**config.mk**
```make
export PLATFORM = sky130hd
export DESIGN_NAME = digit_serial_mag_comp
export DESIGN_NICKNAME = d
export VERILOG_FILES = /design/src/rtl/digit_serial_mag_comp.sv
export SDC_FILE = /design/constraint.sdc
export NUM_CORES = 1
export LEC_CHECK = 0
export BUFFER_PORTS_ARGS = -buffer_cell sky130_fd_sc_hd__buf_2
export CORE_MARGIN = 2
export CORE_UTILIZATION = 54
export DETAILED_ROUTE_END_ITERATION = 10
export GPL_ROUTABILITY_DRIVEN = 0
export MAX_ROUTING_LAYER = met4
export PLACE_DENSITY = 0.77
export SYNTH_ARGS = -nofsm -noshare
export SYNTH_HDL_FRONTEND = slang
export SYNTH_SLANG_ARGS = --single-unit
```
**constraint.sdc**
```tcl
create_clock -name clk -period 2.7 [get_ports clk]
set_clock_uncertainty 0.2 [all_clocks]
set_input_delay 0.54 -clock clk [delete_from_list [all_inputs] [get_ports clk]]
set_output_delay 0.54 -clock clk [all_outputs]
set_load 0.005 [all_outputs]
```
**src/rtl/digit_serial_mag_comp.sv**
```systemverilog
// digit_serial_mag_comp
//
// Multi-cycle magnitude comparator. A captured operand pair is examined
// one DIGIT-bit slice per cycle, starting at the most significant slice.
// The comparison stops at the first slice where the operands differ, or
// after the least significant slice when they are equal. The result is
// returned as a one-hot lt/eq/gt triple, together with the number of
// slices that were examined.
//
// Parameters:
//   WIDTH  operand width in bits (>= 1)
//   DIGIT  bits compared per cycle (1 <= DIGIT <= WIDTH)
//
// Ports:
//   clk        rising-edge clock
//   rst_n      asynchronous active-low reset
//   in_valid   operand pair offered
//   in_ready   block can accept a pair (asserted only in IDLE)
//   a, b       operands, sampled only at acceptance
//   out_valid  result available (asserted only in DONE)
//   out_ready  consumer takes the result
//   lt/eq/gt   one-hot ordering of A relative to B, held while out_valid
//   ncmp       number of slices examined, 1..NDIG
//
// Build option:
//   DIGIT_SERIAL_MAG_COMP_SIGNED_EN  two's-complement compare. Operands are
//   sign-extended at capture and the top bit is inverted (offset binary),
//   so the plain unsigned slice compare yields the signed order.

module digit_serial_mag_comp #(
    parameter int WIDTH = 16,
    parameter int DIGIT = 4,
    localparam int NDIG = (WIDTH + DIGIT - 1) / DIGIT,
    localparam int CW   = $clog2(NDIG + 1)
) (
    input  logic             clk,
    input  logic             rst_n,
    input  logic             in_valid,
    output logic             in_ready,
    input  logic [WIDTH-1:0] a,
    input  logic [WIDTH-1:0] b,
    output logic             out_valid,
    input  logic             out_ready,
    output logic             lt,
    output logic             eq,
    output logic             gt,
    output logic [CW-1:0]    ncmp
);

    // Extended operand width and slice-index width.
    localparam int EW = NDIG * DIGIT;
    localparam int IW = (NDIG > 1) ? $clog2(NDIG) : 1;

    typedef enum logic [1:0] {
        IDLE,
        RUN,
        DONE
    } state_t;

    state_t state;
    state_t state_next;

    // Operands are kept in left-shifting registers: the slice under test is
    // always the top DIGIT bits, which avoids a variable-index slice mux.
    logic [EW-1:0]    a_sh;
    logic [EW-1:0]    b_sh;
    logic [EW-1:0]    a_ext;
    logic [EW-1:0]    b_ext;
    logic [IW-1:0]    idx;
    logic [CW-1:0]    count;
    logic [DIGIT-1:0] a_top;
    logic [DIGIT-1:0] b_top;
    logic             slice_diff;
    logic             last_slice;
    logic             accept;

    // ------------------------------------------------------------------
    // Operand extension at capture
    // ------------------------------------------------------------------
    always_comb begin
`ifdef DIGIT_SERIAL_MAG_COMP_SIGNED_EN
        a_ext = EW'($signed(a));
        b_ext = EW'($signed(b));
        // Offset-binary: flipping the sign bit maps signed order onto
        // unsigned order. Padding bits above WIDTH are copies of the sign,
        // so after the flip they still cannot favour either operand wrongly.
        a_ext[EW-1] = ~a_ext[EW-1];
        b_ext[EW-1] = ~b_ext[EW-1];
`else
        a_ext = EW'(a);
        b_ext = EW'(b);
`endif
    end

    // ------------------------------------------------------------------
    // Slice compare
    // ------------------------------------------------------------------
    assign a_top      = a_sh[EW-1 -: DIGIT];
    assign b_top      = b_sh[EW-1 -: DIGIT];
    assign slice_diff = (a_top != b_top);
    assign last_slice = (idx == '0);
    assign accept     = in_valid & in_ready;

    // Handshake outputs are pure state decodes.
    assign in_ready  = (state == IDLE);
    assign out_valid = (state == DONE);

    // ------------------------------------------------------------------
    // FSM state register
    // ------------------------------------------------------------------
    always_ff @(posedge clk or negedge rst_n) begin
        if (!rst_n) begin
            state <= IDLE;
        end else begin
            state <= state_next;
        end
    end

    // ------------------------------------------------------------------
    // FSM next-state logic
    // ------------------------------------------------------------------
    always_comb begin
        state_next = state;
        case (state)
            IDLE: begin
                if (in_valid) begin
                    state_next = RUN;
                end
            end
            RUN: begin
                if (slice_diff || last_slice) begin
                    state_next = DONE;
                end
            end
            DONE: begin
                if (out_ready) begin
                    state_next = IDLE;
                end
            end
            default: state_next = IDLE;
        endcase
    end

    // ------------------------------------------------------------------
    // Datapath and result registers
    // ------------------------------------------------------------------
    always_ff @(posedge clk or negedge rst_n) begin
        if (!rst_n) begin
            a_sh  <= '0;
            b_sh  <= '0;
            idx   <= '0;
            count <= '0;
            lt    <= 1'b0;
            eq    <= 1'b0;
            gt    <= 1'b0;
            ncmp  <= '0;
        end else begin
            case (state)
                IDLE: begin
                    if (accept) begin
                        a_sh  <= a_ext;
                        b_sh  <= b_ext;
                        idx   <= IW'(NDIG - 1);
                        count <= '0;
                    end
                end
                RUN: begin
                    count <= count + CW'(1);
                    if (slice_diff) begin
                        lt   <= (a_top < b_top);
                        gt   <= (a_top > b_top);
                        ncmp <= count + CW'(1);
                    end else if (last_slice) begin
                        eq   <= 1'b1;
                        ncmp <= count + CW'(1);
                    end else begin
                        idx  <= idx - IW'(1);
                        a_sh <= a_sh << DIGIT;
                        b_sh <= b_sh << DIGIT;
                    end
                end
                DONE: begin
                    if (out_ready) begin
                        lt   <= 1'b0;
                        eq   <= 1'b0;
                        gt   <= 1'b0;
                        ncmp <= '0;
                    end
                end
                default: begin
                    lt   <= 1'b0;
                    eq   <= 1'b0;
                    gt   <= 1'b0;
                    ncmp <= '0;
                end
            endcase
        end
    end

endmodule

```
Word-level counts from Yosys, hierarchy flattened
Index checks and enable logic that the tools add are counted.
Storage, ports and cells
  register bits: 45
  bits in latches: 0
  memory bits (writable): 0
  ROM bits: 0
  input bits: 36
  output and inout bits: 8
  memories: 0
Operators by class
  add/subtract/negate cells: 2
  multipliers: 0
  divide/modulo/power cells: 0
  magnitude comparators: 2
  equality and inequality tests: 12
  shift operators: 0
  mux-type cells: 30
  bitwise gates (word level): 2
  reduce and logical (&&, ||, !) cells: 10
Operator list (count)
  $mux W16: 6
  $pmux W16 S2: 2
  $mux W2: 6
  $mux W3: 4
  $ne A2 B2 Y1 const B: 6
  $pmux W1 S3: 3
  $pmux W3 S3: 1
  $reduce_and A3 Y1: 3
  $reduce_and A4 Y1: 2
  $pmux W2 S3: 1
  $pmux W3 S2: 1
  $mux W1: 5
  $gt A4 B4 Y1: 1
  $logic_not A2 Y1: 2
  $lt A4 B4 Y1: 1
  $ne A2 B1 Y1 const B: 2
  $ne A4 B4 Y1: 1
  $pmux W2 S2: 1
  $add A3 B1 Y3 const B: 1
  $ne A3 B3 Y1 const B: 1
  $eq A2 B1 Y1 const B: 1
  $eq A2 B2 Y1 const B: 1
  $reduce_and A2 Y1: 1
  $reduce_bool A2 Y1: 1
  4 further kinds: 4

Longest topological paths before layout
Gate-level depths: netlist of the first run.
  depth after elaboration: 4
  mapped depth: 8
  depth with buffers taken out: 6

Least setup slack after synthesis of the first run
OpenSTA, ideal clock, no wires.
  path kind: reg-to-reg
  start point: register a_sh[15]
  end point: register idx[0]
  arrival time: 1.680 ns
  data required time: 2.375 ns
  path slack: 0.695 ns
  cell stages (with the launch flop): 6
  path buffers: 1
  cell sequence: dfrtp_1 > ha_1 > nand4_1 > or3_1 > clkbuf_2 > mux2_2
On the way
  cells in the longest elaborated chain, start to end: 3
Ends and longest elaborated chain
  start, declared: RTL line 65  | logic [EW-1:0] a_sh;
  start signal, assigned: RTL line 161  | a_sh <= a_ext;
  start signal, assigned: RTL line 178  | a_sh <= a_sh << DIGIT;
  $ne A4 B4 Y1: RTL line 100  | assign slice_diff = (a_top != b_top);
  $ne A2 B2 Y1 (no line)
  $reduce_and A4 Y1 (no line)
  end signal, assigned: RTL line 163  | idx <= IW'(NDIG - 1);
  end signal, assigned: RTL line 177  | idx <= idx - IW'(1);
  end, declared: RTL line 69  | logic [IW-1:0] idx;
No other way between the ends.
A chain may end at the register's enable or synchronous reset.

Worst setup path in the final report of the first run
  start point: register b_sh[15]
  end point: register b_sh[5]
On the way
  cells in the longest elaborated chain, start to end: 3
Ends and longest elaborated chain
  start, declared: RTL line 66  | logic [EW-1:0] b_sh;
  start signal, assigned: RTL line 162  | b_sh <= b_ext;
  start signal, assigned: RTL line 179  | b_sh <= b_sh << DIGIT;
  $ne A4 B4 Y1: RTL line 100
  $ne A2 B2 Y1 (no line)
  $reduce_and A4 Y1 (no line)
No other way between the ends.

==> results of run 1 <==
[critical path: stages, from the launching register on]
cell,delay [ps]
sky130_fd_sc_hd__dfrtp_1,350
sky130_fd_sc_hd__inv_1,50
sky130_fd_sc_hd__ha_1,310
sky130_fd_sc_hd__nand4_1,270
sky130_fd_sc_hd__o31ai_4,540
sky130_fd_sc_hd__buf_12,260
sky130_fd_sc_hd__nor2_1,60
sky130_fd_sc_hd__a31oi_1,150
[synthesized netlist by cell type (all sizes together) (3+ instances only)]
| cell type | instances |
|---|---|
| a21oi | 5 |
| a22o | 4 |
| a31oi | 24 |
| a32o | 3 |
| buf | 9 |
| clkbuf | 6 |
| dfrtp | 45 |
| ha | 6 |
| inv | 16 |
| nand2 | 52 |
| nand3 | 8 |
| nor2 | 28 |
| o21ai | 11 |
[kinds of logic after synthesis]
group / after synthesis / share of synthesized area
AOI/OAI and AO/OA: 51 / 0.1612
muxes: 3 / 0.01536
buffers and inverters: 31 / 0.07265
and+or+nand+nor: 94 / 0.1796
DFF: 45 / 0.5316
xor gates and xnor gates: 1 / 0.004135
adders and majority gates: 6 / 0.03544
[per-layer routing]
layer | vias up | wire length, um | GRT usage
li1 | 852 | - | -
met1 | 790 | 2000 | 0.3085
met2 | 42 | 1970 | 0.3363
met3 | 4 | 200 | 0.04054
met4 | 0 | 32 | 0.09949
met5 | - | 0 | -
[report_power, final]
group,switching [W],internal (W)
logic,0.000652,0.000474
clock network,0.000209,0.000203
registers,0.000181,0.000976
total,0.00104,0.00165
[registers in the layout (all words and copies together), names as in the netlist]
name	count
lt	1
count	3
gt	1
a_sh	16
state	2
idx	2
eq	1
b_sh	16
ncmp	3
[path summary, 6_finish.rpt]
kind                                from  endpoint  slack (ps)
worst max-delay path            b_sh[15]   b_sh[5]         420
max in group asynchronous          rst_n    idx[1]        1810
worst min-delay path               rst_n  state[1]         110
min in group clk                    b[2]   b_sh[2]         270
worst min register to register   ncmp[1]   ncmp[1]         300
worst max register to register  b_sh[15]   b_sh[5]         420
[metrics by stage]
stage          setup slack (ps)  cell area (sq um)
2_1_floorplan             695.5               2118
3_3_place_gp              499.9               2352
3_5_place_dp              424.5               2352
4_1_cts                   407.3               2439
5_1_grt                   228.0               2439
6_report                  421.6               2439
[cell type report]
class	count	area, sq um	share of cell area
Sequential cell	45	1126	0.4618
Multi-Input combinational cell	155	840.8	0.3448
Timing Repair Buffer	48	265.3	0.1088
Clock buffer	7	86.33	0.03540
Inverter	16	60.06	0.02463
Tap cell	48	60.06	0.02463
==> flow_summary.yaml, run 1 <==
synth:
  synthesis.area_sq_mm: 0.002118
  synth_largest_type_area_fraction: 0.5316
  ys_dominant_reg_cell: "sky130_fd_sc_hd__dfrtp_1"
  synthesis.instances: 231
  synth-async-reset-ratio: 1.000
  synthesis.nets: 273
  yosysWarnings: 0
  synth_largest_area_cell: "sky130_fd_sc_hd__dfrtp_1"
  synth-edff-count: 0
  netlist_top_cells_area: "sky130_fd_sc_hd__dfrtp_1 53%, sky130_fd_sc_hd__nand2_1 9.2%, sky130_fd_sc_hd__a31oi_1 7.1%"
  sequential_element_share_of_the_synthesized_area: 0.5316
  synth-seq-cells: 45
  synthDistinctLibCells: 28
  average_cell_area_after_synthesis_sq_um: 9.170
cells_and_area:
  antennaDiodeCount: 0
  post_route_cells_drive_above_1_share: 0.2251
  flow.area_growth_from_synthesis_pct: 15.12
  stdcell_count: 319
  fin_nets: 313
  final_core_utilization: 0.6562
  fill_cells: 341
  layout_commonest_cell: "sky130_fd_sc_hd__nand2_1"
  most-common-layout-cells: "52 x sky130_fd_sc_hd__nand2_1, 45 x sky130_fd_sc_hd__dfrtp_1, 43 x sky130_fd_sc_hd__buf_2"
global_route:
  grt_first_pass_wirelength_um: 7231
  grt_remaining_overflow: 0
  global_route.usage.total: 0.2271
  number_of_antenna_violations_at_the_first_check_in_global_routing: 0
  maximum_number_of_pins_on_one_net_before_global_route_repair: 47
  vias_in_the_first_global_route: 1562
die:
  initial_utilization: 0.5700
  dieWidth_um: 66.63
  pin_count: 44
  chipHeight_um: 66.63
  die_area_sq_mm: 0.004440
  row_count: 22
  coreArea_sq_mm: 0.003716
detailed_routing:
  routed_wirelength_um: 4204
  antenna_violating_nets_post_route: 0
  avgRoutedWirePerCell_um: 13.18
  drt_drc_violations_left: 0
  num_vias: 1688
  drt_pre_antenna_iters: 4
  route.detailed.vias_per_inst: 5.292
  drt_iter0_markers: 89
place:
  post-dp-hpwl_um: 2966
  port_buffers: 43
  placed_cells_incl_taps: 312
clock_network:
  clockRootBuffer: "sky130_fd_sc_hd__clkbuf_8"
  clk_transition_reported_paths_ps: 80
  cts.sink_count: 45
  postCtsSetupRepairBufs: 0
  post_cts_hold_buffer_count: 0
  tritoncts: "built"
  worst_skew_pair.late_latency_ps: 290
  inserted_clock_buffers: 5
  ctsHtreeMaxLevel: 2
  max-clock-path-buffers: 2
  cts_resized: 0
power_and_ir_drop:
  power.density_cell_area_mw_per_mm2: 1105
  power_w: 0.002695
  ir_worst_vdd_mv: 0.5527
  power_leakage_nw: 1.222
sta:
  timing_worst_slew_pin_value_ps: 554.9
  setup_viol: 0
  timing.final.crit_period_ps: 2278
  final.setup.tns_ps: 0
  maxSlewHeadroom: 0.6301
  finalMaxSlewViolations: 0
  worst_hold_slack_ps: 109.9
  final_period_utilization: 0.8439
  timing_hold_violations_final: 0
  top_achievable_clock_speed_mhz: 438.9
  rsz0062_at_grt: "no"
critical_path:
  path_class: "flip-flop to flip-flop"
  critical_path.max_fanout: 46
  worst_ep_required_time_ps: 2710
  cp_arrival_ps: 2290
  setup.worst_path.start_class: "flip-flop"
  r2r_cells: 7
  worstSetupEndpointType: "flip-flop"
outcome:
  run_status: "finished clean"
min_path:
  hold_path.class: "input pin to asynchronous set/reset pin"
flow_run:
  max_cap_viol_count: 0
No activity file was read; power rests on OpenSTA's default activity.
==> inputs of run 2 (changes only) <==
clock period = 2.2 ns   (was 2.7 ns; I/O delays follow)
==> run 2 against run 1 <==
Compared with the run above: utilization is 1.2 points higher; first-iteration DRC count is 76% higher; design area up 1.8%; flip-flop and latch count stayed put; critical path depth is 3 lower; worst hold slack better by 61 ps; sequential power is 23% higher; total power rose by 26%; global-route usage up 0.85 points; non-clock buffer count is 3 higher.
==> flow_summary.yaml, run 2 (synthesis results as in run 1) <==
outcome:
  run_status: "finished clean"
global_route:
  vias_in_the_first_global_route: 1668
  global_route.usage.total: 0.2356
  grt_remaining_overflow: 0
  number_of_antenna_violations_at_the_first_check_in_global_routing: 0
  grt_first_pass_wirelength_um: 7596
  maximum_number_of_pins_on_one_net_before_global_route_repair: 43
sta:
  setup_viol: 0
  timing_hold_violations_final: 0
  final_period_utilization: 0.9489
  rsz0062_at_grt: "no"
  maxSlewHeadroom: 0.6577
  timing.final.crit_period_ps: 2088
  final.setup.tns_ps: 0
  top_achievable_clock_speed_mhz: 479.0
  timing_worst_slew_pin_value_ps: 513.4
  finalMaxSlewViolations: 0
detailed_routing:
  drt_pre_antenna_iters: 4
  avgRoutedWirePerCell_um: 13.63
  drt_iter0_markers: 157
  route.detailed.vias_per_inst: 5.241
  antenna_violating_nets_post_route: 0
  drt_drc_violations_left: 0
  num_vias: 1693
  routed_wirelength_um: 4403
cells_and_area:
  multi_input_area_sq_um: 840.8
  stdcell_area_sq_mm: 0.002482
  ff_latch_area_sq_mm: 0.001126
  fin_nets: 316
  most-common-layout-cells: "52 x sky130_fd_sc_hd__nand2_1, 45 x sky130_fd_sc_hd__dfrtp_1, 43 x sky130_fd_sc_hd__buf_2"
  layout_commonest_cell: "sky130_fd_sc_hd__nand2_1"
  post_route_cells_drive_above_1_share: 0.2364
  fill_cells: 324
  antennaDiodeCount: 0
  flow.area_growth_from_synthesis_pct: 17.19
  layout_top_registers: "a_sh: 16 flops, b_sh: 16 flops"
die:
  chipHeight_um: 66.63
  die_area_sq_mm: 0.004440
  coreArea_sq_mm: 0.003716
  initial_utilization: 0.5700
  row_count: 22
  dieWidth_um: 66.63
  pin_count: 44
critical_path:
  worst_r2r_endpoint: "idx[0]"
  r2r_setup_slack_ps: 110
  r2r_start: "a_sh[15]"
  worstSetupEndpointType: "flip-flop"
  path_class: "flip-flop to flip-flop"
  worst_ep_required_time_ps: 2190
  r2r_cells: 4
  setup.worst_path.start_class: "flip-flop"
  cp_arrival_ps: 2080
  critical_path.max_fanout: 7
clock_network:
  worst_skew_pair.late_latency_ps: 290
  max-clock-path-buffers: 2
  inserted_clock_buffers: 5
  tritoncts: "built"
  clk_transition_reported_paths_ps: 80
  cts.sink_count: 45
  ctsHtreeMaxLevel: 2
  clockRootBuffer: "sky130_fd_sc_hd__clkbuf_8"
power_and_ir_drop:
  power.density_cell_area_mw_per_mm2: 1364
  power_leakage_nw: 1.246
  p_sw_w: 0.001306
  power.share.clock: 0.160
  internal-power_w: 0.002080
  portion_of_total_power_attributed_to_combinational_logic: 0.418
  sequentialPowerShare: 0.421
  swShare: 0.3857
  ir_worst_vdd_mv: 0.6116
min_path:
  holdPathStages: 3
  hold_end: "b_sh[3]"
  hold_path.class: "input pin to flip-flop"
  worst_hold_startpoint: "b[3]"
flow_run:
  max_cap_viol_count: 0
place:
  post-dp-hpwl_um: 3215
  postPlaceCellArea_sq_mm: 0.002367
  port_buffers: 43
==> run 2: cell types whose count changed in the layout (fill, tap and decap cells not counted) <==
cell                            change
sky130_fd_sc_hd__clkinv_2           +1
sky130_fd_sc_hd__buf_6              +1
sky130_fd_sc_hd__buf_4              +1
sky130_fd_sc_hd__dlygate4sd3_1      +1
sky130_fd_sc_hd__clkbuf_8           +1
sky130_fd_sc_hd__clkbuf_1           -1
==> run 2: worst max-delay path, cell delays in order (launching register included) <==
cell	delay, ps
sky130_fd_sc_hd__dfrtp_1	390
sky130_fd_sc_hd__ha_1	320
sky130_fd_sc_hd__nand4_1	230
sky130_fd_sc_hd__or3_1	540
sky130_fd_sc_hd__mux2_2	300
==> run 2: what timing repair did <==
action | in CTS | in global routing
setup buffers | 0 | 0
resized for setup | 0 | 1
hold endpoints to repair | 22 | 0
endpoints found under the setup margin | 0 | 1
hold buffers | 1 | 0
==> run 2: worst max-delay path by stage <==
stage	cells past startpoint	to	start
after floorplan	5	idx[0]	a_sh[15]
after global routing	6	a_sh[15]	a_sh[15]
after global placement	4	idx[0]	a_sh[15]
after detailed placement	4	idx[0]	a_sh[15]
final	4	idx[0]	a_sh[15]
after CTS	4	idx[0]	a_sh[15]
==> run 2: layout make-up <==
| type | count | area share |
|---|---|---|
| clock buffer | 7 | 0.03881 |
| clock inverter | 1 | 0.002016 |
| inverter | 16 | 0.02419 |
| multi-input combinational | 155 | 0.3387 |
| sequential | 45 | 0.4536 |
| tap | 48 | 0.02419 |
| timing repair buffer | 51 | 0.1184 |
==> run 2: layer usage <==
metal | routed length, um | global-route usage
met1 | 2132 | 0.3137
met2 | 2090 | 0.3675
met3 | 161 | 0.05574
met5 | 0 | -
met4 | 19 | 0.05867
==> run 2: power groups by stage <==
stage               Clock, W  Combinational, W  Sequential, W
global placement           0           0.00137        0.00142
global route        0.000608           0.00163        0.00148
detailed placement         0           0.00141        0.00144
CTS                 0.000556           0.00142        0.00143
finish              0.000543           0.00142        0.00143
floorplan                  0           0.00110        0.00138
==> run 2: metrics by stage <==
stage	power, W	std cells	hold WS (ps)	util	worst slack [ps]
detailed placement	0.002853	314	248.7	0.6370	123.8
CTS	0.003402	323	164.3	0.6670	120.8
floorplan	0.002477	231	-55.59	-	195.5
global placement	0.002792	314	244.7	0.6370	211.3
global route	0.003711	323	176.0	0.6680	42.31
finish	0.003386	323	171.3	0.6680	112.5
==> inputs of run 3 (changes only) <==
==> constraint.sdc (replaced) <==
create_clock -name clk -period 2.2 [get_ports clk]
set_clock_uncertainty 0.2 [all_clocks]
set_input_delay 0.22 -clock clk [delete_from_list [all_inputs] [get_ports clk]]
set_output_delay 0.22 -clock clk [all_outputs]
set_load 0.005 [all_outputs]
==> run 3 against run 2 <==
Compared with the run above: maximum frequency rose by 2.8%; via count rose by 9.3%; die area did not move; critical path type unchanged; routed wire length rose by 6.5%; utilization rose by 7.9 points; flip-flop and latch count did not move; highest routed layer unchanged; largest power group is now combinational logic; combinational power rose by 3%; design area rose by 12%; total power fell by 0.82%; setup slack improved by 56 ps; critical path depth rose by 2; non-clock buffer count rose by 32.
==> flow_summary.yaml, run 3 (synthesis results as in run 1) <==
power_and_ir_drop:
  power.share.clock: 0.144
  power.density_cell_area_mw_per_mm2: 1210
  power_leakage_nw: 1.365
  p_sw_w: 0.001293
  ir_worst_vdd_mv: 0.7086
  power_w: 0.003358
  swShare: 0.3851
  internal-power_w: 0.002065
  sequentialPowerShare: 0.420
  portion_of_total_power_attributed_to_combinational_logic: 0.436
detailed_routing:
  drt_drc_violations_left: 0
  route.detailed.vias_per_inst: 5.211
  num_vias: 1850
  routed_wirelength_um: 4687
  antenna_violating_nets_post_route: 0
  drt_iter0_markers: 164
  drt_pre_antenna_iters: 4
  avgRoutedWirePerCell_um: 13.20
die:
  chipHeight_um: 66.63
  dieWidth_um: 66.63
  row_count: 22
  pin_count: 44
  coreArea_sq_mm: 0.003716
  die_area_sq_mm: 0.004440
  initial_utilization: 0.5700
clock_network:
  clk_transition_reported_paths_ps: 80
  max-clock-path-buffers: 2
  ctsHtreeMaxLevel: 2
  tritoncts: "built"
  worst_skew_pair.late_latency_ps: 290
  cts.sink_count: 45
  clockRootBuffer: "sky130_fd_sc_hd__clkbuf_8"
  inserted_clock_buffers: 5
  cts_resized: 0
critical_path:
  worst_path_largest_cell_delay_ps: 390
  worstSetupEndpointType: "flip-flop"
  worst_ep_required_time_ps: 2210
  critical_path.max_fanout: 24
  path_class: "flip-flop to flip-flop"
  path_cells: "ha_1 > nand4_1 > o31ai_4 > buf_4 > nand3_1 > o21ai_0"
  critical_path.slowest_cell: "sky130_fd_sc_hd__dfrtp_1"
  cp_arrival_ps: 2050
  setup.worst_path.start_class: "flip-flop"
  r2r_cells: 6
sta:
  rsz0062_at_grt: "no"
  timing_worst_slew_pin_value_ps: 356.7
  timing_hold_violations_final: 0
  maxSlewHeadroom: 0.7622
  worst_hold_slack_ps: 9.925
  top_achievable_clock_speed_mhz: 492.3
  finalMaxSlewViolations: 0
  timing.final.crit_period_ps: 2031
  final_period_utilization: 0.9232
  final.setup.tns_ps: 0
  setup_viol: 0
global_route:
  grt_first_pass_wirelength_um: 7748
  number_of_antenna_violations_at_the_first_check_in_global_routing: 0
  grt_remaining_overflow: 0
  maximum_number_of_pins_on_one_net_before_global_route_repair: 43
  global_route.usage.total: 0.2457
  vias_in_the_first_global_route: 1687
place:
  post-dp-hpwl_um: 3012
  port_buffers: 43
cells_and_area:
  fill_cells: 274
  antennaDiodeCount: 0
  layout_commonest_cell: "sky130_fd_sc_hd__nand2_1"
  flow.area_growth_from_synthesis_pct: 31.01
  layout_top_registers: "a_sh: 16 flops, b_sh: 16 flops"
  post_route_cells_drive_above_1_share: 0.2052
  fin_nets: 348
  most-common-layout-cells: "52 x sky130_fd_sc_hd__nand2_1, 45 x sky130_fd_sc_hd__dfrtp_1, 43 x sky130_fd_sc_hd__buf_2"
flow_run:
  max_cap_viol_count: 0
min_path:
  hold_path.class: "input pin to flip-flop"
  holdPathStages: 3
outcome:
  run_status: "finished clean"
## run 3: worst paths after layout
kind | start | end | slack, ps
worst max-delay path | a_sh[15] | b_sh[0] | 170
worst max register to register | a_sh[15] | b_sh[0] | 170
min in group asynchronous | rst_n | a_sh[8] | 150
worst min register to register | lt | lt | 280
worst min-delay path | a[10] | a_sh[10] | 10
max in group asynchronous | rst_n | b_sh[7] | 1090
## run 3: worst max-delay path: cells and delay by family (launching register included)
| kind | cells | cell delay, ps |
|---|---|---|
| flip-flops | 1 | 390 |
| adder cells (fa/ha/maj) | 1 | 320 |
| AND/OR/NAND/NOR | 2 | 320 |
| AO/OA/AOI/OAI | 2 | 430 |
| buffers and inverters | 1 | 290 |
## run 3: per-stage QoR
stage            util  worst slack (ps)  instances  cell area (sq um)
2_1_floorplan       -             195.5        231               2118
3_3_place_gp   0.6391             207.0        315               2375
3_5_place_dp   0.6391             181.3        315               2375
4_1_cts        0.7441             162.8        354               2765
5_1_grt        0.7468             6.118        355               2775
6_report       0.7468             168.9        355               2775
## run 3: repair_timing
action,in CTS,in global routing
setup buffers,0,0
hold endpoints to repair,57,1
hold buffers,31,1
## run 3: power groups by stage
stage	clock network [W]	registers, W	logic (W)
after CTS	0.000504	0.00141	0.00147
after floorplan	0	0.00138	0.00110
final	0.000484	0.00141	0.00146
after global routing	0.000552	0.00145	0.00169
after detailed placement	0	0.00143	0.00142
after global placement	0	0.00141	0.00140
## run 3: area by class of cell
cell class                 count  area, sq um  share of cell area
tap                           48        60.06             0.02164
timing repair buffer          83        608.1              0.2191
inverter                      16        60.06             0.02164
multi-input combinational    155        840.8              0.3030
clock buffer                   8        80.08             0.02885
sequential                    45         1126              0.4058
## run 3: routing by layer
| layer | part of all wire | routed length (um) | global-route usage |
|---|---|---|---|
| met4 | 0.0075 | 35 | 0.08163 |
| met5 | 0 | 0 | - |
| met1 | 0.48 | 2228 | 0.3404 |
| met3 | 0.053 | 249 | 0.06250 |
| met2 | 0.46 | 2174 | 0.3550 |
